===== src/rtl/mips_multicycle_core_if.sv =====
// Unified instruction/data memory port with a ready/valid-style handshake.
interface mips_multicycle_core_if;
  localparam int unsigned XLEN = 32;

  logic            mem_req;
  logic            mem_we;
  logic [XLEN-1:0] mem_addr;
  logic [XLEN-1:0] mem_wdata;
  logic [XLEN-1:0] mem_rdata;
  logic            mem_ready;

  // Core side: issues requests, consumes read data and completion.
  modport master (
    output mem_req,
    output mem_we,
    output mem_addr,
    output mem_wdata,
    input  mem_rdata,
    input  mem_ready
  );

  // Memory side: serves requests.
  modport slave (
    input  mem_req,
    input  mem_we,
    input  mem_addr,
    input  mem_wdata,
    output mem_rdata,
    output mem_ready
  );
endinterface


===== src/rtl/mips_multicycle_core.sv =====
// Multi-cycle MIPS32 integer core on a single variable-latency memory port.
// Walks FETCH/DECODE/EXEC/MEM/WB per instruction; HALT is absorbing.
module mips_multicycle_core #(
  parameter logic [31:0] RESET_PC = 32'h0000_0000,
  parameter int unsigned CNT_W    = 32
) (
  input  logic                     clk,
  input  logic                     rst_b,
  mips_multicycle_core_if.master   mem,
  output logic                     halted,
  output logic                     illegal,
  output logic [CNT_W-1:0]         instret
);

  localparam int unsigned XLEN  = 32;
  localparam int unsigned NREG  = 32;
  localparam int unsigned RIDX  = 5;

  // Primary opcodes
  localparam logic [5:0] OP_RTYPE = 6'h00;
  localparam logic [5:0] OP_J     = 6'h02;
  localparam logic [5:0] OP_JAL   = 6'h03;
  localparam logic [5:0] OP_BEQ   = 6'h04;
  localparam logic [5:0] OP_BNE   = 6'h05;
  localparam logic [5:0] OP_ADDI  = 6'h08;
  localparam logic [5:0] OP_ADDIU = 6'h09;
  localparam logic [5:0] OP_SLTI  = 6'h0A;
  localparam logic [5:0] OP_SLTIU = 6'h0B;
  localparam logic [5:0] OP_ANDI  = 6'h0C;
  localparam logic [5:0] OP_ORI   = 6'h0D;
  localparam logic [5:0] OP_XORI  = 6'h0E;
  localparam logic [5:0] OP_LUI   = 6'h0F;
  localparam logic [5:0] OP_LW    = 6'h23;
  localparam logic [5:0] OP_SW    = 6'h2B;

  // R-type function codes
  localparam logic [5:0] FN_SLL     = 6'h00;
  localparam logic [5:0] FN_SRL     = 6'h02;
  localparam logic [5:0] FN_SRA     = 6'h03;
  localparam logic [5:0] FN_JR      = 6'h08;
  localparam logic [5:0] FN_SYSCALL = 6'h0C;
  localparam logic [5:0] FN_ADD     = 6'h20;
  localparam logic [5:0] FN_ADDU    = 6'h21;
  localparam logic [5:0] FN_SUB     = 6'h22;
  localparam logic [5:0] FN_SUBU    = 6'h23;
  localparam logic [5:0] FN_AND     = 6'h24;
  localparam logic [5:0] FN_OR      = 6'h25;
  localparam logic [5:0] FN_XOR     = 6'h26;
  localparam logic [5:0] FN_NOR     = 6'h27;
  localparam logic [5:0] FN_SLT     = 6'h2A;
  localparam logic [5:0] FN_SLTU    = 6'h2B;

  typedef enum logic [2:0] {
    S_FETCH,
    S_DECODE,
    S_EXEC,
    S_MEM,
    S_WB,
    S_HALT
  } state_t;

  state_t state, state_nx;

  logic [XLEN-1:0] pc, ir, a, b, alu_out, mdr;
  logic [XLEN-1:0] regs [NREG];

  // Instruction fields
  logic [5:0]      op, funct;
  logic [RIDX-1:0] rs, rt, rd, shamt;
  logic [15:0]     imm16;
  logic [25:0]     idx;

  assign op    = ir[31:26];
  assign rs    = ir[25:21];
  assign rt    = ir[20:16];
  assign rd    = ir[15:11];
  assign shamt = ir[10:6];
  assign funct = ir[5:0];
  assign imm16 = ir[15:0];
  assign idx   = ir[25:0];

  logic            legal_c;
  logic [XLEN-1:0] imm_ext_c, alu_res_c, pc_plus4_c, br_target_c, j_target_c;
  logic            br_taken_c;

  // Control outputs from the FSM
  logic            req_c, we_c;
  logic [XLEN-1:0] addr_c, wdata_c, pc_nx_c, rf_wdata_c;
  logic [RIDX-1:0] rf_waddr_c;
  logic            ir_ld_c, ab_ld_c, alu_ld_c, mdr_ld_c, pc_ld_c, rf_we_c;
  logic            retire_c, set_halt_c, set_illegal_c;

  // Recognise every encoding the core implements (syscall handled separately)
  always_comb begin
    legal_c = 1'b0;
    case (op)
      OP_RTYPE: begin
        case (funct)
          FN_SLL, FN_SRL, FN_SRA, FN_JR,
          FN_ADD, FN_ADDU, FN_SUB, FN_SUBU,
          FN_AND, FN_OR, FN_XOR, FN_NOR,
          FN_SLT, FN_SLTU:  legal_c = 1'b1;
          default:          legal_c = 1'b0;
        endcase
      end
      OP_J, OP_JAL, OP_BEQ, OP_BNE,
      OP_ADDI, OP_ADDIU, OP_SLTI, OP_SLTIU,
      OP_ANDI, OP_ORI, OP_XORI, OP_LUI,
      OP_LW, OP_SW:       legal_c = 1'b1;
      default:            legal_c = 1'b0;
    endcase
  end

  // Immediate: logical ops zero-extend, everything else sign-extends
  always_comb begin
    if (op == OP_ANDI || op == OP_ORI || op == OP_XORI) begin
      imm_ext_c = {16'h0000, imm16};
    end else begin
      imm_ext_c = {{16{imm16[15]}}, imm16};
    end
  end

  // Next-PC candidates
  always_comb begin
    pc_plus4_c  = pc + 32'd4;
    br_target_c = pc_plus4_c + {imm_ext_c[29:0], 2'b00};
    j_target_c  = {pc_plus4_c[31:28], idx, 2'b00};
    br_taken_c  = (op == OP_BEQ) ? (a == b) : (a != b);
  end

  // ALU: R-type selects by funct, I-type by opcode; lw/sw use the add path
  always_comb begin
    alu_res_c = '0;
    if (op == OP_RTYPE) begin
      case (funct)
        FN_ADD, FN_ADDU: alu_res_c = a + b;
        FN_SUB, FN_SUBU: alu_res_c = a - b;
        FN_AND:          alu_res_c = a & b;
        FN_OR:           alu_res_c = a | b;
        FN_XOR:          alu_res_c = a ^ b;
        FN_NOR:          alu_res_c = ~(a | b);
        FN_SLT:          alu_res_c = {31'd0, ($signed(a) < $signed(b))};
        FN_SLTU:         alu_res_c = {31'd0, (a < b)};
        FN_SLL:          alu_res_c = b << shamt;
        FN_SRL:          alu_res_c = b >> shamt;
        FN_SRA:          alu_res_c = 32'($signed(b) >>> shamt);
        default:         alu_res_c = '0;
      endcase
    end else begin
      case (op)
        OP_ADDI, OP_ADDIU,
        OP_LW, OP_SW:    alu_res_c = a + imm_ext_c;
        OP_SLTI:         alu_res_c = {31'd0, ($signed(a) < $signed(imm_ext_c))};
        OP_SLTIU:        alu_res_c = {31'd0, (a < imm_ext_c)};
        OP_ANDI:         alu_res_c = a & imm_ext_c;
        OP_ORI:          alu_res_c = a | imm_ext_c;
        OP_XORI:         alu_res_c = a ^ imm_ext_c;
        OP_LUI:          alu_res_c = {imm16, 16'h0000};
        default:         alu_res_c = '0;
      endcase
    end
  end

  // State register
  always_ff @(posedge clk or negedge rst_b) begin
    if (!rst_b) begin
      state <= S_FETCH;
    end else begin
      state <= state_nx;
    end
  end

  // Next-state and per-state control
  always_comb begin
    state_nx      = state;
    req_c         = 1'b0;
    we_c          = 1'b0;
    addr_c        = pc;
    wdata_c       = b;
    ir_ld_c       = 1'b0;
    ab_ld_c       = 1'b0;
    alu_ld_c      = 1'b0;
    mdr_ld_c      = 1'b0;
    pc_ld_c       = 1'b0;
    pc_nx_c       = pc_plus4_c;
    rf_we_c       = 1'b0;
    rf_waddr_c    = rd;
    rf_wdata_c    = alu_out;
    retire_c      = 1'b0;
    set_halt_c    = 1'b0;
    set_illegal_c = 1'b0;

    case (state)
      S_FETCH: begin
        req_c = 1'b1;
        if (mem.mem_ready) begin
          ir_ld_c  = 1'b1;
          state_nx = S_DECODE;
        end
      end

      S_DECODE: begin
        ab_ld_c = 1'b1;
        if (op == OP_RTYPE && funct == FN_SYSCALL) begin
          set_halt_c = 1'b1;
          state_nx   = S_HALT;
        end else if (!legal_c) begin
          set_halt_c    = 1'b1;
          set_illegal_c = 1'b1;
          state_nx      = S_HALT;
        end else begin
          state_nx = S_EXEC;
        end
      end

      S_EXEC: begin
        case (op)
          OP_BEQ, OP_BNE: begin
            pc_ld_c  = 1'b1;
            pc_nx_c  = br_taken_c ? br_target_c : pc_plus4_c;
            retire_c = 1'b1;
            state_nx = S_FETCH;
          end
          OP_J: begin
            pc_ld_c  = 1'b1;
            pc_nx_c  = j_target_c;
            retire_c = 1'b1;
            state_nx = S_FETCH;
          end
          OP_JAL: begin
            pc_ld_c    = 1'b1;
            pc_nx_c    = j_target_c;
            rf_we_c    = 1'b1;
            rf_waddr_c = 5'd31;
            rf_wdata_c = pc_plus4_c;
            retire_c   = 1'b1;
            state_nx   = S_FETCH;
          end
          OP_LW, OP_SW: begin
            // Misaligned word access halts before touching memory
            if (alu_res_c[1:0] != 2'b00) begin
              set_halt_c    = 1'b1;
              set_illegal_c = 1'b1;
              state_nx      = S_HALT;
            end else begin
              alu_ld_c = 1'b1;
              state_nx = S_MEM;
            end
          end
          OP_RTYPE: begin
            if (funct == FN_JR) begin
              pc_ld_c  = 1'b1;
              pc_nx_c  = a;
              retire_c = 1'b1;
              state_nx = S_FETCH;
            end else begin
              alu_ld_c = 1'b1;
              state_nx = S_WB;
            end
          end
          default: begin
            alu_ld_c = 1'b1;
            state_nx = S_WB;
          end
        endcase
      end

      S_MEM: begin
        // Address comes from the latched ALU result so it holds during waits
        req_c   = 1'b1;
        addr_c  = alu_out;
        we_c    = (op == OP_SW);
        wdata_c = b;
        if (mem.mem_ready) begin
          if (op == OP_SW) begin
            pc_ld_c  = 1'b1;
            retire_c = 1'b1;
            state_nx = S_FETCH;
          end else begin
            mdr_ld_c = 1'b1;
            state_nx = S_WB;
          end
        end
      end

      S_WB: begin
        rf_we_c    = 1'b1;
        rf_waddr_c = (op == OP_RTYPE) ? rd : rt;
        rf_wdata_c = (op == OP_LW) ? mdr : alu_out;
        pc_ld_c    = 1'b1;
        retire_c   = 1'b1;
        state_nx   = S_FETCH;
      end

      S_HALT: begin
        state_nx = S_HALT;
      end

      default: begin
        state_nx = S_FETCH;
      end
    endcase
  end

  // Request is gated by reset so it drops the moment reset asserts
  assign mem.mem_req   = req_c & rst_b;
  assign mem.mem_we    = we_c;
  assign mem.mem_addr  = addr_c;
  assign mem.mem_wdata = wdata_c;

  // Datapath registers
  always_ff @(posedge clk or negedge rst_b) begin
    if (!rst_b) begin
      pc      <= RESET_PC;
      ir      <= '0;
      a       <= '0;
      b       <= '0;
      alu_out <= '0;
      mdr     <= '0;
    end else begin
      if (pc_ld_c)  pc      <= pc_nx_c;
      if (ir_ld_c)  ir      <= mem.mem_rdata;
      if (ab_ld_c) begin
        a <= regs[rs];
        b <= regs[rt];
      end
      if (alu_ld_c) alu_out <= alu_res_c;
      if (mdr_ld_c) mdr     <= mem.mem_rdata;
    end
  end

  // Register file; $0 is never written so it always reads zero
  always_ff @(posedge clk or negedge rst_b) begin
    if (!rst_b) begin
      for (int i = 0; i < NREG; i++) begin
        regs[i] <= '0;
      end
    end else if (rf_we_c && (rf_waddr_c != 5'd0)) begin
      regs[rf_waddr_c] <= rf_wdata_c;
    end
  end

  // Sticky status flags and retired-instruction counter
  always_ff @(posedge clk or negedge rst_b) begin
    if (!rst_b) begin
      halted  <= 1'b0;
      illegal <= 1'b0;
      instret <= '0;
    end else begin
      if (set_halt_c)    halted  <= 1'b1;
      if (set_illegal_c) illegal <= 1'b1;
      if (retire_c)      instret <= instret + CNT_W'(1);
    end
  end

endmodule

===== src/flat_wrapper.sv =====
// flat-port wrapper written by rule: the top's interface ports become plain ports
module mips_multicycle_core_flat 
#(
  parameter logic [31:0] RESET_PC = 32'h0000_0000,
  parameter int unsigned CNT_W    = 32
)
  (clk, rst_b, halted, illegal, instret, mem_mem_req, mem_mem_we, mem_mem_addr, mem_mem_wdata, mem_mem_rdata, mem_mem_ready);
  mips_multicycle_core_if mem_i ();
  input  logic clk;
  input  logic rst_b;
  output logic halted;
  output logic illegal;
  output logic [CNT_W-1:0] instret;
  output wire logic [$bits(mem_i.mem_req)-1:0] mem_mem_req;
  output wire logic [$bits(mem_i.mem_we)-1:0] mem_mem_we;
  output wire logic [$bits(mem_i.mem_addr)-1:0] mem_mem_addr;
  output wire logic [$bits(mem_i.mem_wdata)-1:0] mem_mem_wdata;
  input wire logic [$bits(mem_i.mem_rdata)-1:0] mem_mem_rdata;
  input wire logic [$bits(mem_i.mem_ready)-1:0] mem_mem_ready;
  assign mem_mem_req = mem_i.mem_req;
  assign mem_mem_we = mem_i.mem_we;
  assign mem_mem_addr = mem_i.mem_addr;
  assign mem_mem_wdata = mem_i.mem_wdata;
  assign mem_i.mem_rdata = mem_mem_rdata;
  assign mem_i.mem_ready = mem_mem_ready;
  mips_multicycle_core #(.RESET_PC(RESET_PC), .CNT_W(CNT_W)) u_core (.clk(clk), .rst_b(rst_b), .mem(mem_i), .halted(halted), .illegal(illegal), .instret(instret));
endmodule

===== config.mk =====
export PLATFORM = sky130hd
export DESIGN_NAME = mips_multicycle_core_flat
export DESIGN_NICKNAME = d
export VERILOG_FILES = /design/src/rtl/mips_multicycle_core_if.sv /design/src/rtl/mips_multicycle_core.sv /design/src/flat_wrapper.sv
export SDC_FILE = /design/constraint.sdc
export NUM_CORES = 2
export LEC_CHECK = 0
export ABC_AREA = 0
export BUFFER_PORTS_ARGS = -buffer_cell sky130_fd_sc_hd__buf_4
export CAP_MARGIN = 20
export CELL_PAD_IN_SITES_DETAIL_PLACEMENT = 1
export CELL_PAD_IN_SITES_GLOBAL_PLACEMENT = 1
export CORE_UTILIZATION = 45
export CTS_BUF_LIST = sky130_fd_sc_hd__clkbuf_4 sky130_fd_sc_hd__clkbuf_8
export CTS_CLUSTER_SIZE = 40
export DETAILED_ROUTE_END_ITERATION = 16
export PLACE_DENSITY = 0.83
export SYNTH_ARGS = -nofsm -noshare
export SYNTH_HDL_FRONTEND = slang
export SYNTH_SLANG_ARGS = --single-unit

===== constraint.sdc =====
create_clock -name clk -period 16.4 [get_ports clk]
set_input_delay 3.28 -clock clk [delete_from_list [all_inputs] [get_ports clk]]
set_output_delay 3.28 -clock clk [all_outputs]
set_load 0.02 [all_outputs]

; ---- Yosys cells after proc, flatten, opt, wreduce, memory -nomap -nowiden
; Memories as Yosys holds them, arrays and structs flattened.
; Index checks and enable logic that the tools add are counted.
[word_totals]
ff_bits = 1253
mem_bits_ro = 64
word_cells = 189
n_memories = 1
[mem_list]
columns = memory, words, word_bits, read_ports, rd_clocked_by_memory_dff, write_ports, line_no
row1 = (no name shown), 64, 1, 1, 0, 0, mips_multicycle_core.sv:98  ; case (funct)
[classes]
add_sub_neg = 6
order_cmp = 8
n_eq_ne = 37
shifts = 3
muxes = 61
n_bitwise = 11
reduce_logical = 20
[ops]
columns = op, count
row1 = $bwmux 1024, 1
row2 = $mux 32, 13
row3 = $pmux 32 s11, 1
row4 = $bmux 32 s5, 2
row5 = $pmux 32 s7, 1
row6 = $demux 32 s5, 1
row7 = $lt 32x32->1, 4
row8 = $add 32x32->32, 3
row9 = $pmux 32 s3, 1
row10 = $eq 6x6->1 const B, 12
row11 = $and 32x32->32, 2
row12 = $or 32x32->32, 2
row13 = $pmux 32 s2, 1
row14 = $xor 32x32->32, 2
row15 = $eq 6x4->1 const B, 10
row16 = $add 32x1->32 const B, 1
row17 = $add 32x3->32 const B, 1
row18 = $eq 32x32->1, 1
row19 = $ne 32x32->1, 1
row20 = $not 32->32, 1
row21 = $shl 32x5->32, 1
row22 = $shr 32x5->32, 1
row23 = $sshr 32x5->32, 1
row24 = $sub 32x32->32, 1
row25 = other kinds (28), 81

; ---- Logic depth before layout (Yosys ltp)
[logic_depth]
depth_word = 11
mapped_depth = 20

; ---- Worst setup path before layout
; Ideal clock, no wire load.
[synth_timing]
kind = input-to-output
start = in rst_b
end = out mem_mem_req
arrival_time_ns = 3.933
required_time_ns = 13.120
slack_ns = 9.187
cell_stages = 1
cell_sequence = nor4bb_1
[synth_between]
elab_chain_len = 1
[synth_rtl]
columns = item, line_no
row1 = from (decl), flat_wrapper.sv:10  ; input logic rst_b;
row2 = $and 1x1->1, mips_multicycle_core.sv:306  ; assign mem.mem_req = req_c & rst_b;
row3 = to (decl), flat_wrapper.sv:14  ; output wire logic [$bits(mem_i.mem_req)-1:0] mem_mem_req;
; Every way passes these cells.

; ---- Worst setup path after layout
; Same ends and word-level chain as after synthesis.

==> flow_metrics.py <==
metrics = {
    "run_status": {
        "status": "completed",
    },
    "yosys": {
        "synth.area.top_cells": "dfrtp_1 41%, mux4_2 20%, o21ai_0 5.4%",
        "synth_edf_count": 0,
        "synth_cell_types": 89,
        "synthCells": 7458,
        "postSynthAreaPerCell_sq_um": 10.28,
        "ys.warnings.count": 0,
        "ys_seq_area_frac": 0.4090,
        "ys_top_cells_by_count": "1,253 x dfrtp_1, 855 x nand2_1, 833 x o21ai_0, 791 x nor2_1, 751 x a21oi_1",
        "mappedNetlistNets": 7720,
        "ys_ff_latch": 1253,
        "synth_flop_cell": "dfrtp_1",
        "synth_top_area_share": 0.4090,
        "syn_area_sq_mm": 0.07667,
        "async_flop_share": 1.000,
        "yosysTopAreaCell": "dfrtp_1",
        "yosysMostFrequentCell": "dfrtp_1",
    },
    "critical_path": {
        "path_class": "in -> out",
        "cp-start-kind": "input pin",
        "path_max_fanout": 61,
        "cp-end-kind": "output port",
        "required_ns": 13.12,
        "cp.arrival_ns": 5.00,
    },
    "placement": {
        "dp_hpwl_mm": 212.4,
        "dp_cells": 9301,
        "gp_congestion": 0.9917,
        "portBuffers": 134,
    },
    "power": {
        "finalPower_mw": 19.37,
        "peakVddDrop_v": 0.0001229,
        "p_per_area_mw_per_mm2": 228.7,
        "leakage_nw": 36.17,
    },
    "clock_tree": {
        "cts.sinks": 1253,
        "post_cts_buffers": 0,
        "hold_buffers": 0,
        "clk_latency_ns": 0.98,
        "cts.htree.levels": 4,
        "cts_resized": 0,
        "cts_tree": "built",
        "cts-root-buf": "clkbuf_8",
        "clkTransAtPathRegs_ns": 0.06,
        "cts_buffer_depth": 3,
        "numCtsBuffers": 209,
    },
    "sta": {
        "rsz0062_at_grt": "false",
        "tightest_slew_ns": 1.281,
        "final-max-slew-violation-count": 0,
        "period_share": 0.5050,
        "fmax_mhz": 120.8,
        "hold_violations": 0,
        "tns_ns": 0,
        "relSlewSlack": 0.1459,
        "setup_viol": 0,
        "period_needed_ns": 8.282,
        "clock_skew_ns": 0.05861,
    },
    "floorplanning": {
        "row_count": 151,
        "io_pins": 135,
        "dieArea_sq_mm": 0.1720,
        "chipWidth_um": 414.8,
        "design.core.area_sq_mm": 0.1693,
        "start_util": 0.4529,
        "die_y_um": 414.8,
    },
    "route": {
        "wl_met1_mm": 117.8,
        "via_per_inst": 7.040,
        "first_pass_iters": 6,
        "top_layer": "met5",
        "wl_per_cell_um": 34.31,
        "dr_wl_met2_mm": 149.9,
        "drcViolationCount": 0,
        "wl_met3_mm": 34.11,
        "first_iter_violations": 8713,
        "antenna_left": 0,
        "drt_wl_total_mm": 332.4,
        "vias": 68200,
    },
    "global_route": {
        "grt_max_degree": 161,
        "track_usage": 0.3835,
        "grt_pass1_wl_mm": 486.9,
        "grt_pass1_vias": 71240,
        "antenna_found_initial": 22,
        "grt_overflow": 0,
    },
    "finish": {
        "drive_above_1_share": 0.2158,
        "synthToLayoutAreaGrowth_pct": 10.43,
        "fin_cells": 9687,
        "layout.nets": 7564,
    },
    "job": {
        "cap_violations": 0,
    },
    "min_path": {
        "hp-class": "reg -> reg",
    },
}
## per-stage QoR
| stage | util | worst slack [ns] | area (sq um) | hold WS [ns] |
|---|---|---|---|---|
| 3_3_place_gp | 0.4715 | 8.227 | 79820 | 0.3764 |
| 5_1_grt | 0.5001 | 8.291 | 84660 | 0.4014 |
| 3_5_place_dp | 0.4716 | 8.254 | 79840 | 0.3836 |
| 2_1_floorplan | - | 9.187 | 76670 | 0.4413 |
| 4_1_cts | 0.4989 | 8.247 | 84450 | 0.3965 |
| 6_report | 0.5002 | 8.118 | 84670 | 0.3979 |
## flip-flops by register name, summed over array words and instances, names as in the netlist
signal	flops
u_core.a	32
u_core.ir	32
u_core.instret	32
u_core.pc	32
u_core.state	3
u_core.regs	1024
u_core.illegal	1
u_core.mem.mem_wdata	32
u_core.halted	1
u_core.alu_out	32
u_core.mdr	32
## per-layer routing
metal	GRT usage	vias up
li1	-	26910
met1	0.4604	35000
met2	0.5803	4715
met3	0.1020	1556
met4	0.3169	24
met5	0	-
## area by class of cell
cell class / instances / area [sq um]
Antenna cell: 7 / 17.52
Clock buffer: 334 / 4209
Clock inverter: 37 / 406.6
Fill cell: 18240 / 84610
Inverter: 156 / 585.6
Multi-Input combinational cell: 5347 / 42550
Sequential cell: 1253 / 31410
Tap cell: 2218 / 2775
Timing Repair Buffer: 335 / 2720
## critical path, cell delays in order
cell	delay, ns
buf_16	0.25
nor4bb_2	1.06
buf_4	0.30
## final timing paths
| check | cells past startpoint | to | slack, ns | from |
|---|---|---|---|---|
| max in group asynchronous | 4 | u_core.ir[6]$_DFFE_PN0P_ | 11.15 | rst_b |
| min in group asynchronous | 1 | u_core.regs[430]$_DFFE_PN0P_ | 2.23 | rst_b |
| worst min-delay path | 0 | u_core.regs[1022]$_DFFE_PN0P_ | 0.40 | u_core.regs[1022]$_DFFE_PN0P_ |
| worst max-delay path | 3 | mem_mem_req | 8.12 | rst_b |
| worst max register to register | 12 | u_core.alu_out[29]$_DFFE_PN0P_ | 10.83 | u_core.ir[6]$_DFFE_PN0P_ |
| worst min register to register | 0 | u_core.regs[1022]$_DFFE_PN0P_ | 0.40 | u_core.regs[1022]$_DFFE_PN0P_ |
## cell usage in the layout (no fill, tap or decap), types with 23 or more instances in the layout
| cell | n |
|---|---|
| dfrtp_1 | 1235 |
| nand2_1 | 839 |
| o21ai_0 | 831 |
| nor2_1 | 778 |
| a21oi_1 | 730 |
| mux4_2 | 671 |
| buf_4 | 322 |
| clkbuf_8 | 272 |
| ha_1 | 223 |
| mux2i_1 | 166 |
| inv_1 | 153 |
| xnor2_1 | 110 |
| mux2_2 | 88 |
| nand3_1 | 69 |
| clkbuf_4 | 62 |
| nor3_1 | 57 |
| a21o_1 | 56 |
| a211oi_1 | 50 |
| a22oi_1 | 44 |
| a31oi_1 | 43 |
| xor2_1 | 36 |
| a221oi_1 | 33 |
| a22o_1 | 27 |
| o211ai_1 | 27 |
| and3_1 | 26 |
| nand4_1 | 25 |
| o22ai_1 | 24 |
| clkinv_2 | 23 |
## kinds of logic (layout without fill, tap and decap cells)
family,after synthesis,count (layout),synth area share
buffers and inverters,858,862,0.04348
other,0,7,0
flip-flops,1253,1253,0.4090
AND/OR/NAND/NOR,1954,1954,0.1050
adder cells (fa/ha/maj),227,227,0.03744
XOR/XNOR,146,146,0.01668
multiplexers,925,925,0.2317
AO/OA/AOI/OAI,2095,2095,0.1567
## power by group
group | internal (mW) | switching [mW]
Clock | 1.73 | 1.39
Sequential | 4.08 | 1.44
Combinational | 4.11 | 6.62
No activity file was read; power rests on OpenSTA's default activity.
